`src/rtl/rice_pkg.sv`:
```
// Shared definitions for the Rice stream encoder.
//
// Contents:
//   DEFAULT_SAMPLE_WIDTH : default signed residual width W
//   DEFAULT_PARAM_WIDTH  : default Rice-parameter port width P
//   DEFAULT_ESC_LIMIT    : default largest quotient coded in Rice form
//   ZZ_WIDTH             : working width of the zigzag helper
//   zigzag()             : signed-to-unsigned interleave (0,-1,1,-2,... -> 0,1,2,3,...)
package rice_pkg;

   localparam int DEFAULT_SAMPLE_WIDTH = 16;
   localparam int DEFAULT_PARAM_WIDTH  = 5;
   localparam int DEFAULT_ESC_LIMIT    = 32;
   localparam int ZZ_WIDTH             = 64;

   // The helper works on a wide sign-extended value so it can serve any sample
   // width below ZZ_WIDTH; the caller keeps the low W bits. The low W bits of the
   // wide result equal the W-bit zigzag because the XOR mask is the sign bit
   // replicated, and that sign bit is the same in both widths.
   function automatic logic [ZZ_WIDTH-1:0] zigzag(input logic [ZZ_WIDTH-1:0] s_ext);
      return (s_ext << 1) ^ {ZZ_WIDTH{s_ext[ZZ_WIDTH-1]}};
   endfunction

endpackage

```
`src/rtl/rice_partition_accumulator.sv`:
```
// Running bit total for one Rice partition.
//
// Ports:
//   clk, rst_n  : clock and asynchronous active-low reset
//   beat_valid  : an encoded beat is on the output
//   beat_ready  : downstream accepts that beat this cycle
//   beat_last   : the beat closes the partition
//   beat_bits   : code length of the beat
//   total       : partition total including the beat currently shown
module rice_partition_accumulator #(
   parameter int BITS_WIDTH = 17
) (
   input  logic                  clk,
   input  logic                  rst_n,
   input  logic                  beat_valid,
   input  logic                  beat_ready,
   input  logic                  beat_last,
   input  logic [BITS_WIDTH-1:0] beat_bits,
   output logic [31:0]           total
);

   logic [31:0] acc;
   logic [32:0] sum;
   logic [31:0] saturated;

   // The reported total already counts the beat on display, so a one-beat
   // partition shows its own length. The extra carry bit drives saturation.
   always_comb begin
      sum       = {1'b0, acc} + 33'(beat_bits);
      saturated = sum[32] ? 32'hFFFF_FFFF : sum[31:0];
      total     = beat_valid ? saturated : acc;
   end

   // Commit only on an accepted beat; the closing beat restarts the count.
   always_ff @(posedge clk or negedge rst_n) begin
      if (!rst_n) begin
         acc <= '0;
      end else if (beat_valid && beat_ready) begin
         acc <= beat_last ? 32'd0 : saturated;
      end
   end

endmodule

```
`src/rtl/rice_stream_encoder.sv`:
```
// Three-stage streaming Rice encoder: register -> zigzag -> encode.
//
// Ports:
//   iClock, iReset_n        : clock and asynchronous active-low reset
//   iValid/oReady           : input handshake
//   iSample, iRiceParam     : signed residual and its Rice parameter k
//   iLast                   : sample closes the partition
//   oValid/iReady           : output handshake
//   oMSB                    : unary quotient (0 when escaped)
//   oLSB                    : (1<<k)|r, or the raw zigzag value when escaped
//   oBitsUsed               : code length in bits
//   oEscape, oLast          : escape flag, partition end flag
//   oPartitionBits          : running partition total, valid with oValid&oLast
module rice_stream_encoder
   import rice_pkg::*;
#(
   parameter int SAMPLE_WIDTH = DEFAULT_SAMPLE_WIDTH,
   parameter int PARAM_WIDTH  = DEFAULT_PARAM_WIDTH,
   parameter int ESC_LIMIT    = DEFAULT_ESC_LIMIT
) (
   input  logic                    iClock,
   input  logic                    iReset_n,
   input  logic                    iValid,
   output logic                    oReady,
   input  logic [SAMPLE_WIDTH-1:0] iSample,
   input  logic [PARAM_WIDTH-1:0]  iRiceParam,
   input  logic                    iLast,
   output logic                    oValid,
   input  logic                    iReady,
   output logic [SAMPLE_WIDTH-1:0] oMSB,
   output logic [SAMPLE_WIDTH-1:0] oLSB,
   output logic [SAMPLE_WIDTH:0]   oBitsUsed,
   output logic                    oEscape,
   output logic                    oLast,
   output logic [31:0]             oPartitionBits
);

   logic                    enable;
   logic [PARAM_WIDTH-1:0]  k_clamped;

   logic                    s1_valid, s1_last;
   logic [SAMPLE_WIDTH-1:0] s1_sample;
   logic [PARAM_WIDTH-1:0]  s1_k;

   logic                    s2_valid, s2_last;
   logic [SAMPLE_WIDTH-1:0] s2_u;
   logic [PARAM_WIDTH-1:0]  s2_k;

   logic [ZZ_WIDTH-1:0]     s1_ext;
   logic [SAMPLE_WIDTH-1:0] u_next;

   logic [SAMPLE_WIDTH-1:0] quotient, remainder, mask;
   logic [SAMPLE_WIDTH-1:0] enc_msb, enc_lsb;
   logic [SAMPLE_WIDTH:0]   enc_bits;
   logic                    enc_escape;

   // One enable moves the whole pipeline; the reset term keeps the input
   // closed while reset is held.
   assign enable = !oValid || iReady;
   assign oReady = iReset_n && enable;

   // k beyond the sample width would shift everything out, so it is capped.
   always_comb begin
      k_clamped = iRiceParam;
      if (32'(iRiceParam) >= SAMPLE_WIDTH) begin
         k_clamped = PARAM_WIDTH'(SAMPLE_WIDTH - 1);
      end
   end

   // Sign-extend to the helper width before zigzagging.
   always_comb begin
      s1_ext = {{(ZZ_WIDTH-SAMPLE_WIDTH){s1_sample[SAMPLE_WIDTH-1]}}, s1_sample};
      u_next = SAMPLE_WIDTH'(zigzag(s1_ext));
   end

   // Rice split of u into quotient and remainder; large quotients fall back to
   // a fixed-length escape carrying u verbatim.
   always_comb begin
      quotient   = s2_u >> s2_k;
      mask       = (SAMPLE_WIDTH'(1) << s2_k) - SAMPLE_WIDTH'(1);
      remainder  = s2_u & mask;
      enc_escape = 1'b0;
      enc_msb    = quotient;
      enc_lsb    = (SAMPLE_WIDTH'(1) << s2_k) | remainder;
      enc_bits   = (SAMPLE_WIDTH+1)'(quotient) + (SAMPLE_WIDTH+1)'(s2_k)
                   + (SAMPLE_WIDTH+1)'(1);
      if (32'(quotient) > ESC_LIMIT) begin
         enc_escape = 1'b1;
         enc_msb    = '0;
         enc_lsb    = s2_u;
         enc_bits   = (SAMPLE_WIDTH+1)'(ESC_LIMIT + 1 + SAMPLE_WIDTH);
      end
   end

   // Pipeline registers. Data follows its valid bit through every stage,
   // including k, so bubbles just carry valid=0 forward.
   always_ff @(posedge iClock or negedge iReset_n) begin
      if (!iReset_n) begin
         s1_valid  <= 1'b0;
         s1_last   <= 1'b0;
         s1_sample <= '0;
         s1_k      <= '0;
         s2_valid  <= 1'b0;
         s2_last   <= 1'b0;
         s2_u      <= '0;
         s2_k      <= '0;
         oValid    <= 1'b0;
         oMSB      <= '0;
         oLSB      <= '0;
         oBitsUsed <= '0;
         oEscape   <= 1'b0;
         oLast     <= 1'b0;
      end else if (enable) begin
         s1_valid  <= iValid;
         s1_last   <= iLast;
         s1_sample <= iSample;
         s1_k      <= k_clamped;
         s2_valid  <= s1_valid;
         s2_last   <= s1_last;
         s2_u      <= u_next;
         s2_k      <= s1_k;
         oValid    <= s2_valid;
         oMSB      <= enc_msb;
         oLSB      <= enc_lsb;
         oBitsUsed <= enc_bits;
         oEscape   <= enc_escape;
         oLast     <= s2_last;
      end
   end

   rice_partition_accumulator #(
      .BITS_WIDTH(SAMPLE_WIDTH + 1)
   ) u_accumulator (
      .clk        (iClock),
      .rst_n      (iReset_n),
      .beat_valid (oValid),
      .beat_ready (iReady),
      .beat_last  (oLast),
      .beat_bits  (oBitsUsed),
      .total      (oPartitionBits)
   );

endmodule

```
`config.mk`:
```
export PLATFORM = sky130hd
export DESIGN_NAME = rice_stream_encoder
export DESIGN_NICKNAME = d
export VERILOG_FILES = /design/src/rtl/rice_pkg.sv /design/src/rtl/rice_partition_accumulator.sv /design/src/rtl/rice_stream_encoder.sv
export SDC_FILE = /design/constraint.sdc
export NUM_CORES = 1
export LEC_CHECK = 0
export BUFFER_PORTS_ARGS = -buffer_cell sky130_fd_sc_hd__buf_2
export CORE_ASPECT_RATIO = 1.1
export CORE_MARGIN = 2
export CORE_UTILIZATION = 30
export CTS_CLUSTER_SIZE = 12
export DETAILED_ROUTE_END_ITERATION = 10
export GPL_TIMING_DRIVEN = 0
export HOLD_SLACK_MARGIN = 0.08
export PLACE_DENSITY_LB_ADDON = 0.2
export SKIP_CTS_REPAIR_TIMING = 1
export SYNTH_ARGS = -nofsm -noshare
export SYNTH_HDL_FRONTEND = slang
export SYNTH_SLANG_ARGS = --single-unit
export TNS_END_PERCENT = 100
```
`constraint.sdc`:
```
create_clock -name iClock -period 3.69 [get_ports iClock]
set_input_delay 0.738 -clock iClock [delete_from_list [all_inputs] [get_ports iClock]]
set_output_delay 0.738 -clock iClock [all_outputs]
set_load 0.02 [all_outputs]
```
==> impl_results.md, run 1 <==
* Status: complete, but fails checks
* Failing checks: negative setup slack
* CTS tree: done
* Post-synth EDFFs at 0
* Vias per cell at between 5 and 6
* GPL Wtd Cong at about 0.90
* Sequential fraction of the synthesis area at 0.418
* Largest net degree at the start of global routing at 71
* Wire length on met3 at ~1.2 mm
* Final core utilization at 0.398
* Netlist cell types at 69
* Clk root buf: clkbuf_16
* Worst setup path endpoint: oPartitionBits[27]
* Row Count at 61
* Cells after Synth at between 800 and 900
* Largest cells by area after synthesis: dfrtp_1 42%, nand2_1 8.2%, a21oi_1 4.2%
* Die Area at between 20000 and 30000 um^2
* Async set-reset flop share out of synthesis at 1.00
* Post-route ant nets at 0
* Top Metal Used: met4
* Unrepaired setup endpoints after global routing: true
* Total wire length at ~25 mm
* Setup TNS at -7.26 ns
* First-pass GRT wire length at 38.8 mm
* Inserted Diodes at 0
* CTS Buf Count at 17
* Fin crit period at approximately 4.0 ns
* DRT iter0 DRCs at 514
* Crit Reg-Reg Startpoint: s2_k[2]
* Area grow syn2layout at 29.9%
* Setup ws final at -0.288 ns
* Post-synthesis cell area at 7780 um^2
* Ys flop type: dfrtp_1
* Clock transition at path regs at 0.06 ns
* Final hold vios at 0
* DRC at 0
* H-tree depth at 4
* Wl on met1 at 10.8 mm
* Mean post-synth cell area at around 8.7 um^2
* Crit. Startpoint: oBitsUsed[0]
* Pre-CTS setup slack at -0.306 ns
* Sequential share of power at 0.273
* Most frequent cells in the layout: 170 x nand2_1, 128 x dfrtp_1, 90 x buf_2
* Slew @ Worst Pin at approximately 0.84 ns
* Worst hold path type: input pin to async pin
* Initial antenna violation count at 0
* Area leader, netlist: dfrtp_1
* WL per Instance at 17.7 um
* Syn Nets at around 940
* Worst skew pair latency at between 0.4 and 0.5 ns
* Pre-antenna DRT Iters at 5
* Core area at roughly 25000 um^2
* CP endpoint kind: output pin
* Rel. slew slack at 0.440
* Fmax at 0.251 GHz
* Reg2reg end: oBitsUsed[5]
* Worst path required time at approximately 3 ns
* P_int at ~4.6 mW
* R2R depth at 15
* Commonest non-fill, non-tap cell in the layout: nand2_1
* Crit path DAT at ~3.2 ns
* # IOs at around 110
* Share of total power in the clock network at 0.225
* Pwr dens at around 800 nW/um^2
* Sw Share at 0.430
* Die Span Y at between 150 and 200 um
* FF-to-FF setup slack at 0.38 ns
* FF+latch count, synth at 130
* Met2 wire len at between 10 and 15 mm
* Worst-path maximum fanout at 6
* Share of layout cells above drive strength 1 at 0.252
* Die width at around 160 um
* # setup viols final at 32
* Final Max Slew Viols at 0
* Final Cycle Share at 1.08
* Vias at between 7000 and 8000
* CP Class: flip-flop to output pin
* Comb power frac at 0.503
* LEAKAGE at 4.70 nW
* VDD IR max at between 300 and 400 uV
* DP HPWL at 17.8 mm
* # nets final at ~1100
* # clock sinks at 130
* Number of global-route vias before repair at between 6000 and 7000
* Maxcap violations at 0
* Initial core utilization at 0.306
* Syn. warnings at 0
* GRT overflow at 0
* Clock Skew at roughly 0.012 ns
* Number of port buffers at 110
* CTS Buffer Depth at 2
* GRT Total Usage at 0.181
* Yosys top cell area share at 0.418
* Net Sw Power at 3.48 mW
* Startpoint types: flip-flop
power by group through the flow:
stage	clock network, mW	registers (mW)	logic, mW
floorplan	0	2.22	2.48
global placement	0	2.21	3.63
detailed placement	0	2.22	3.65
CTS	1.86	2.20	3.66
global route	1.93	2.25	4.46
finish	1.82	2.21	4.07
per-stage QoR:
stage | instances | power (mW) | area, um^2 | hold WS [ns]
finish | 1402 | 8.09 | 10100 | 0.331
global route | 1402 | 8.64 | 10100 | 0.379
CTS | 1383 | 7.72 | 9430 | 0.351
detailed placement | 1351 | 5.87 | 8800 | 0.452
global placement | 1350 | 5.84 | 8770 | 0.442
floorplan | 894 | 4.70 | 7780 | 0.430
worst min-delay path by stage:
stage / from / endpoint / slack [ns] / cells after the start
CTS: iReset_n / oMSB[15] / 0.35 / 1
global route: iReset_n / oMSB[15] / 0.38 / 1
detailed placement: s2_valid / s2_valid / 0.45 / 2
floorplan: s2_valid / s2_valid / 0.43 / 2
finish: iReset_n / oMSB[15] / 0.33 / 1
global placement: s2_valid / s2_valid / 0.44 / 2
cell usage after synthesis, types with 12 or more instances:
cell	n
nand2_1	170
dfrtp_1	130
and2_1	30
a31oi_1	15
xor2_1	12
o211ai_1	14
nor3_1	12
xnor2_1	22
and3_1	17
a21oi_1	66
clkbuf_1	43
mux2i_1	13
ha_1	22
o21ai_0	65
a21o_1	20
nor2_1	73
a211oi_1	15
nand3_1	21
metal layers:
| metal | up-vias | GRT usage |
|---|---|---|
| met5 | - | 0 |
| met1 | 3486 | 0.239 |
| met3 | 28 | 0.0366 |
| li1 | 3460 | - |
| met2 | 197 | 0.299 |
| met4 | 0 | 0.0557 |
registers in the layout, indices dropped and copies added, names as in the netlist, 5 cells and up:
register           count
oMSB                  16
oLSB                  16
u_accumulator.acc     32
s1_k                   5
s2_u                  16
oBitsUsed             17
s2_k                   5
s1_sample             16
final cells by class:
type,instances,area (um^2)
repair buffers,132,878
inverters,10,37.5
clock inverters,12,180
clock buffers,20,447
well taps,346,433
plain buffers,58,294
multi-input cells,694,4590
flip-flops and latches,130,3260
fillers,2597,15300
worst max-delay path, stage by stage, from the launching register on:
cell	delay, ns
dfrtp_2	0.45
ha_4	0.18
fa_2	0.38
a21o_1	0.17
a21o_1	0.18
a21o_4	0.22
a21o_1	0.24
a21o_1	0.22
a2bb2oi_4	0.27
and3_4	0.28
a31oi_4	0.10
buf_6	0.15
kinds of logic after synthesis:
kind of cell	Yosys count	synth area share
flip-flops	130	0.418
adder cells (fa/ha/maj)	24	0.0405
multiplexers	27	0.0514
buffers and inverters	70	0.0387
AO/OA/AOI/OAI	246	0.201
XOR/XNOR	34	0.0383
AND/OR/NAND/NOR	363	0.212
(Power assumes the default switching activity.)
==> inputs of run 2 (changes only) <==
- GPL_ROUTABILITY_DRIVEN: not set -> 0
- PLACE_DENSITY: not set -> 0.47
- PLACE_DENSITY_LB_ADDON: 0.2 -> not set
==> impl_results.md, run 2 (synthesized netlist as in run 1, its figures left out) <==
* Clock transition at path regs at 0.06 ns (about the same)
* Non-filler instance count after layout at 1397 (-0.36%)
* Total wire length at 24.6 mm (-0.82%)
* Reg2reg end: oBitsUsed[5]
* CTS Buffer Depth at 2 (unchanged)
* CP max-delay cell: dfrtp_1
* Top flop regs: u_accumulator.acc (32), oBitsUsed (17)
* Die Span Y at 173 um (unchanged)
* Setup ws final at -0.189 ns (+0.0985 ns)
* Crit Reg-Reg Startpoint: s2_k[2]
* CP cell instances: ha_4, fa_2, a21o_1, a21o_1, a21o_4, a21o_4, a21o_1, a2bb2oi_4, and3_4, a31oi_4, buf_6
* Die width at 158 um (unchanged)
* Commonest non-fill, non-tap cell in the layout: nand2_1
* Pwr dens at 803 nW/um^2 (+0.38%)
* Post-route ant nets at 0 (unchanged)
* VDD IR max at 375 uV (+8.4%)
* # clock sinks at 130 (unchanged)
* Fmax at 0.258 GHz (+2.5%)
* Row Count at 61 (unchanged)
* Number of global-route vias before repair at 7089 (+1.7%)
* CTS tree: done
* # placed instances at 1351 (unchanged)
* LEAKAGE at 4.69 nW (-0.20%)
* Pre-antenna DRT Iters at 5 (unchanged)
* Final Max Slew Viols at 0 (unchanged)
* CTS Buf Count at 17 (unchanged)
* DRC at 0 (unchanged)
* Design area at 10100 um^2 (+0.27%)
* Worst path required time at 2.95 ns (about the same)
* # nets final at 1088 (-0.46%)
* Unrepaired setup endpoints after global routing: true
* DRT iter0 DRCs at 361 (-30%)
* Crit path DAT at 3.14 ns (-0.10 ns)
* Core area at 25400 um^2 (unchanged)
* Fin crit period at 3.88 ns (-0.0985 ns)
* CP endpoint kind: output pin
* Die Area at 27300 um^2 (unchanged)
* CP peak stage delay at 0.43 ns (-0.02 ns)
* Initial antenna violation count at 0 (unchanged)
* Worst skew pair latency at 0.43 ns (about the same)
* Vias at 7164 (-0.098%)
* Largest Register: u_accumulator.acc
* CP Class: flip-flop to output pin
* Slew @ Worst Pin at 0.720 ns (-0.120 ns)
* R2R depth at 15 (unchanged)
* # setup viols final at 32 (unchanged)
* Worst Path Buf+Inv at 1 (unchanged)
* Placed cell area at 8800 um^2 (unchanged)
* First-pass GRT wire length at 38.9 mm (+0.39%)
* Worst hold path type: input pin to async pin
* Startpoint types: flip-flop
* CP delay by family, top: compound AO/OA/AOI/OAI gates
* GRT Total Usage at 0.182 (+0.000919)
* WL per Instance at 17.6 um (-0.46%)
* DP HPWL at 18.0 mm (+1.1%)
* Area grow syn2layout at 30.3%
* Clk root buf: clkbuf_16
* Failing checks: negative setup slack
* Number of port buffers at 110 (unchanged)
* Final hold vios at 0 (unchanged)
* Crit path top cell by count: a21o_1
* Final core utilization at 0.399 (+0.00108)
* Clock Skew at 0.0138 ns (+0.00182 ns)
* Maxcap violations at 0 (unchanged)
* Share of layout cells above drive strength 1 at 0.255 (+0.00310)
* Vias per cell at 5.13 (+0.26%)
* Worst-path maximum fanout at 6 (unchanged)
* Final Cycle Share at 1.05 (-0.0267)
* FF-to-FF setup slack at 0.40 ns (+0.02 ns)
* Initial core utilization at 0.306 (unchanged)
* GRT overflow at 0 (unchanged)
* Max FFs per register at 32 (unchanged)
* Most frequent cells in the layout: 170 x nand2_1, 128 x dfrtp_1, 82 x buf_2
* # IOs at 111 (unchanged)
* Inserted Diodes at 0 (unchanged)
* Status: complete, but fails checks
* Rel. slew slack at 0.520 (+0.0798)
* Largest net degree at the start of global routing at 91 (+28%)
* H-tree depth at 4 (unchanged)
run 2: worst register-to-register path, stage by stage, from the launching register on:
cell	delay (ns)
dfrtp_1	0.55
clkbuf_1	0.39
clkbuf_2	0.33
clkbuf_2	0.30
a211oi_1	0.11
a21oi_1	0.14
nand2_1	0.14
inv_1	0.09
ha_1	0.21
nor2b_1	0.13
o21ai_0	0.14
nand2b_1	0.11
a21oi_1	0.15
nor2_1	0.06
xnor2_1	0.14
a41oi_1	0.23
run 2: worst max path at each step:
stage | from | endpoint | cells after the start
floorplan | oBitsUsed[0] | oPartitionBits[27] | 11
global placement | iReset_n | oReady | 3
detailed placement | oBitsUsed[0] | oPartitionBits[27] | 12
CTS | oBitsUsed[0] | oPartitionBits[27] | 12
global route | oBitsUsed[11] | oPartitionBits[23] | 11
finish | oBitsUsed[0] | oPartitionBits[27] | 11
run 2: per-layer routing:
metal	track usage	wire length, um	vias to the layer above
li1	-	-	3459
met5	0	0	-
met3	0.0251	954	38
met1	0.235	10900	3474
met4	0.0708	641	0
met2	0.308	12100	193
run 2: area by class of cell:
cell class	instances	area [um^2]
Buffer	55	283
Clock buffer	20	457
Clock inverter	12	204
Fill cell	2603	15300
Inverter	10	37.5
Multi-Input combinational cell	694	4600
Sequential cell	130	3260
Tap cell	346	433
Timing Repair Buffer	130	876
run 2: stage by stage:
step,power [mW],hold slack (ns),setup WS [ns],setup TNS [ns]
global placement,5.86,0.443,-0.681,-18.49
floorplan,4.70,0.430,0.145,0
CTS,7.81,0.234,-0.786,-20.17
finish,8.14,0.234,-0.189,-3.67
global route,8.70,0.251,-0.301,-6.30
detailed placement,5.87,0.448,-0.306,-4.83
run 2: power by group:
group	internal [mW]	leakage (nW)	switching (mW)
Sequential	1.78	1.66	0.416
Combinational	1.65	2.72	2.39
Clock	1.24	0.313	0.668
Total	4.67	4.69	3.47
==> inputs of run 3 (changes only) <==
- CTS_BUF_LIST: not set -> sky130_fd_sc_hd__clkbuf_2
==> impl_results.md, run 3 (synthesized netlist as in run 1, its figures left out) <==
* DRT iter0 DRCs at 392 (+8.6%)
* Failing checks: negative setup slack
* DRC at 0 (unchanged)
* Final hold vios at 0 (unchanged)
* Top flop regs: u_accumulator.acc (32), oBitsUsed (17)
* Startpoint types: flip-flop
* WL per Instance at 17.5 um (-0.75%)
* Area grow syn2layout at 26.2%
* GRT overflow at 0 (unchanged)
* Pre-antenna DRT Iters at 5 (unchanged)
* GRT Total Usage at 0.182 (-0.000359)
* DP HPWL at 18.0 mm (unchanged)
* Worst skew pair latency at 0.76 ns (+0.33 ns)
* Worst-path maximum fanout at 6 (unchanged)
* Final Cycle Share at 1.15 (+0.0964)
* Post-route ant nets at 0 (unchanged)
* # setup viols final at 32 (unchanged)
* Rel. slew slack at 0.494 (-0.0259)
* CP endpoint kind: output pin
* Met1 GRT Util at 0.235 (about the same)
* Setup TNS at -15.13 ns (-11.47 ns)
* Pre-CTS setup slack at -0.306 ns (unchanged)
* Unrepaired setup endpoints after global routing: true
* Largest Register: u_accumulator.acc
* LEAKAGE at 4.56 nW (-2.8%)
* # clock sinks at 130 (unchanged)
* CTS Buffer Depth at 2 (unchanged)
* Vias per cell at 5.08 (-0.95%)
* Total wire length at 24.5 mm (-0.39%)
* Busiest layer in global routing: met2
* Number of global-route vias before repair at 7053 (-0.51%)
* VDD IR max at 370 uV (-1.5%)
* Worst hold slack at 0.149 ns (-0.0854 ns)
* Vias at 7121 (-0.60%)
* Core area at 25400 um^2 (unchanged)
* Clock transition at path regs at 0.23 ns (+0.17 ns)
* CTS Buf Count at 17 (unchanged)
* Fin crit period at 4.24 ns (+0.356 ns)
* Initial core utilization at 0.306 (unchanged)
* Crit path DAT at 3.50 ns (+0.36 ns)
* Clock Skew at 0.0484 ns (+0.0346 ns)
* # IOs at 111 (unchanged)
* # nets final at 1090 (+0.18%)
* Status: complete, but fails checks
* Die Area at 27300 um^2 (unchanged)
* Commonest non-fill, non-tap cell in the layout: nand2_1
* Share of layout cells above drive strength 1 at 0.258 (+0.00331)
* Row Count at 61 (unchanged)
* Pwr dens at 747 nW/um^2 (-7.0%)
* Final Max Slew Viols at 0 (unchanged)
* Fmax at 0.236 GHz (-8.4%)
* Number of port buffers at 110 (unchanged)
* GR Layer Usage met2 at 0.305 (-0.00218)
* Die width at 158 um (unchanged)
* Fillers at 2639 (+1.4%)
* Met3 GRT Util at 0.0273 (+0.00226)
* Slew @ Worst Pin at 0.759 ns (+0.0389 ns)
* Setup ws final at -0.545 ns (-0.356 ns)
* Worst path required time at 2.95 ns (about the same)
* First-pass GRT wire length at 38.8 mm (-0.35%)
* CP Class: flip-flop to output pin
* Total power at 7.33 mW (-9.9%)
* Most frequent cells in the layout: 170 x nand2_1, 128 x dfrtp_1, 83 x buf_2
* Max FFs per register at 32 (unchanged)
* Clk root buf: clkbuf_2
* Die Span Y at 173 um (unchanged)
* CTS tree: done
* Initial antenna violation count at 1 (+1)
* Maxcap violations at 0 (unchanged)
* H-tree depth at 4 (unchanged)
* Worst hold path type: input pin to flip-flop
* Largest net degree at the start of global routing at 91 (unchanged)
-- run 3: cell count changes in the layout (fill, tap and decap cells not counted), moves of 2 or more --
cell,previous run,this run
diode_2,0,3
ha_2,0,2
clkbuf_8,2,0
nor2_2,4,2
clkbuf_16,19,2
clkinv_1,1,3
clkbuf_2,3,23
ha_1,21,19
clkbuf_1,37,35
-- run 3: layout make-up --
type	count	area, um^2	area share
Tap cell	346	433	0.0441
Antenna cell	3	7.51	0.000764
Sequential cell	130	3260	0.331
Clock buffer	18	90.1	0.00917
Inverter	10	37.5	0.00382
Multi-Input combinational cell	694	4610	0.469
Timing Repair Buffer	132	895	0.0911
Clock inverter	14	211	0.0215
Buffer	55	285	0.0290
-- run 3: routing by layer --
metal	vias to the layer above	routed length, um
met4	0	686
li1	3460	-
met1	3430	10800
met5	-	0
met3	37	925
met2	194	12100
-- run 3: final timing paths --
| check | start | to | slack [ns] | cells past startpoint |
|---|---|---|---|---|
| setup / recovery | oBitsUsed[0] | oPartitionBits[27] | -0.55 | 11 |
| hold / removal | iSample[10] | s1_sample[10] | 0.15 | 3 |
| setup reg to reg | s2_k[2] | oBitsUsed[5] | 0.34 | 15 |
| hold reg to reg | s2_valid | s2_valid | 0.48 | 2 |
| max in group asynchronous | iReset_n | u_accumulator.acc[20] | 2.43 | 3 |
| min in group asynchronous | iReset_n | u_accumulator.acc[6] | 0.44 | 2 |
-- run 3: per-stage QoR --
stage	std cells	util	instance area, um^2
6_report	1402	0.386	9820
5_1_grt	1402	0.386	9820
4_1_cts	1383	0.358	9100
3_5_place_dp	1351	0.346	8800
3_3_place_gp	1350	0.345	8770
2_1_floorplan	894	-	7780
-- run 3: critical path: stages, from the launching register on --
cell       delay, ns
dfrtp_1         0.48
ha_4            0.19
fa_2            0.36
a21o_1          0.17
a21o_1          0.18
a21o_4          0.23
a21o_4          0.21
a21o_1          0.19
a2bb2oi_4       0.22
and3_4          0.27
a31oi_4         0.10
buf_6           0.15
-- run 3: power by group --
group	internal (mW)	total [mW]	switching (mW)
Combinational	1.66	4.04	2.38
Clock	0.514	1.10	0.587
Sequential	1.78	2.19	0.414
Total	3.95	7.33	3.38
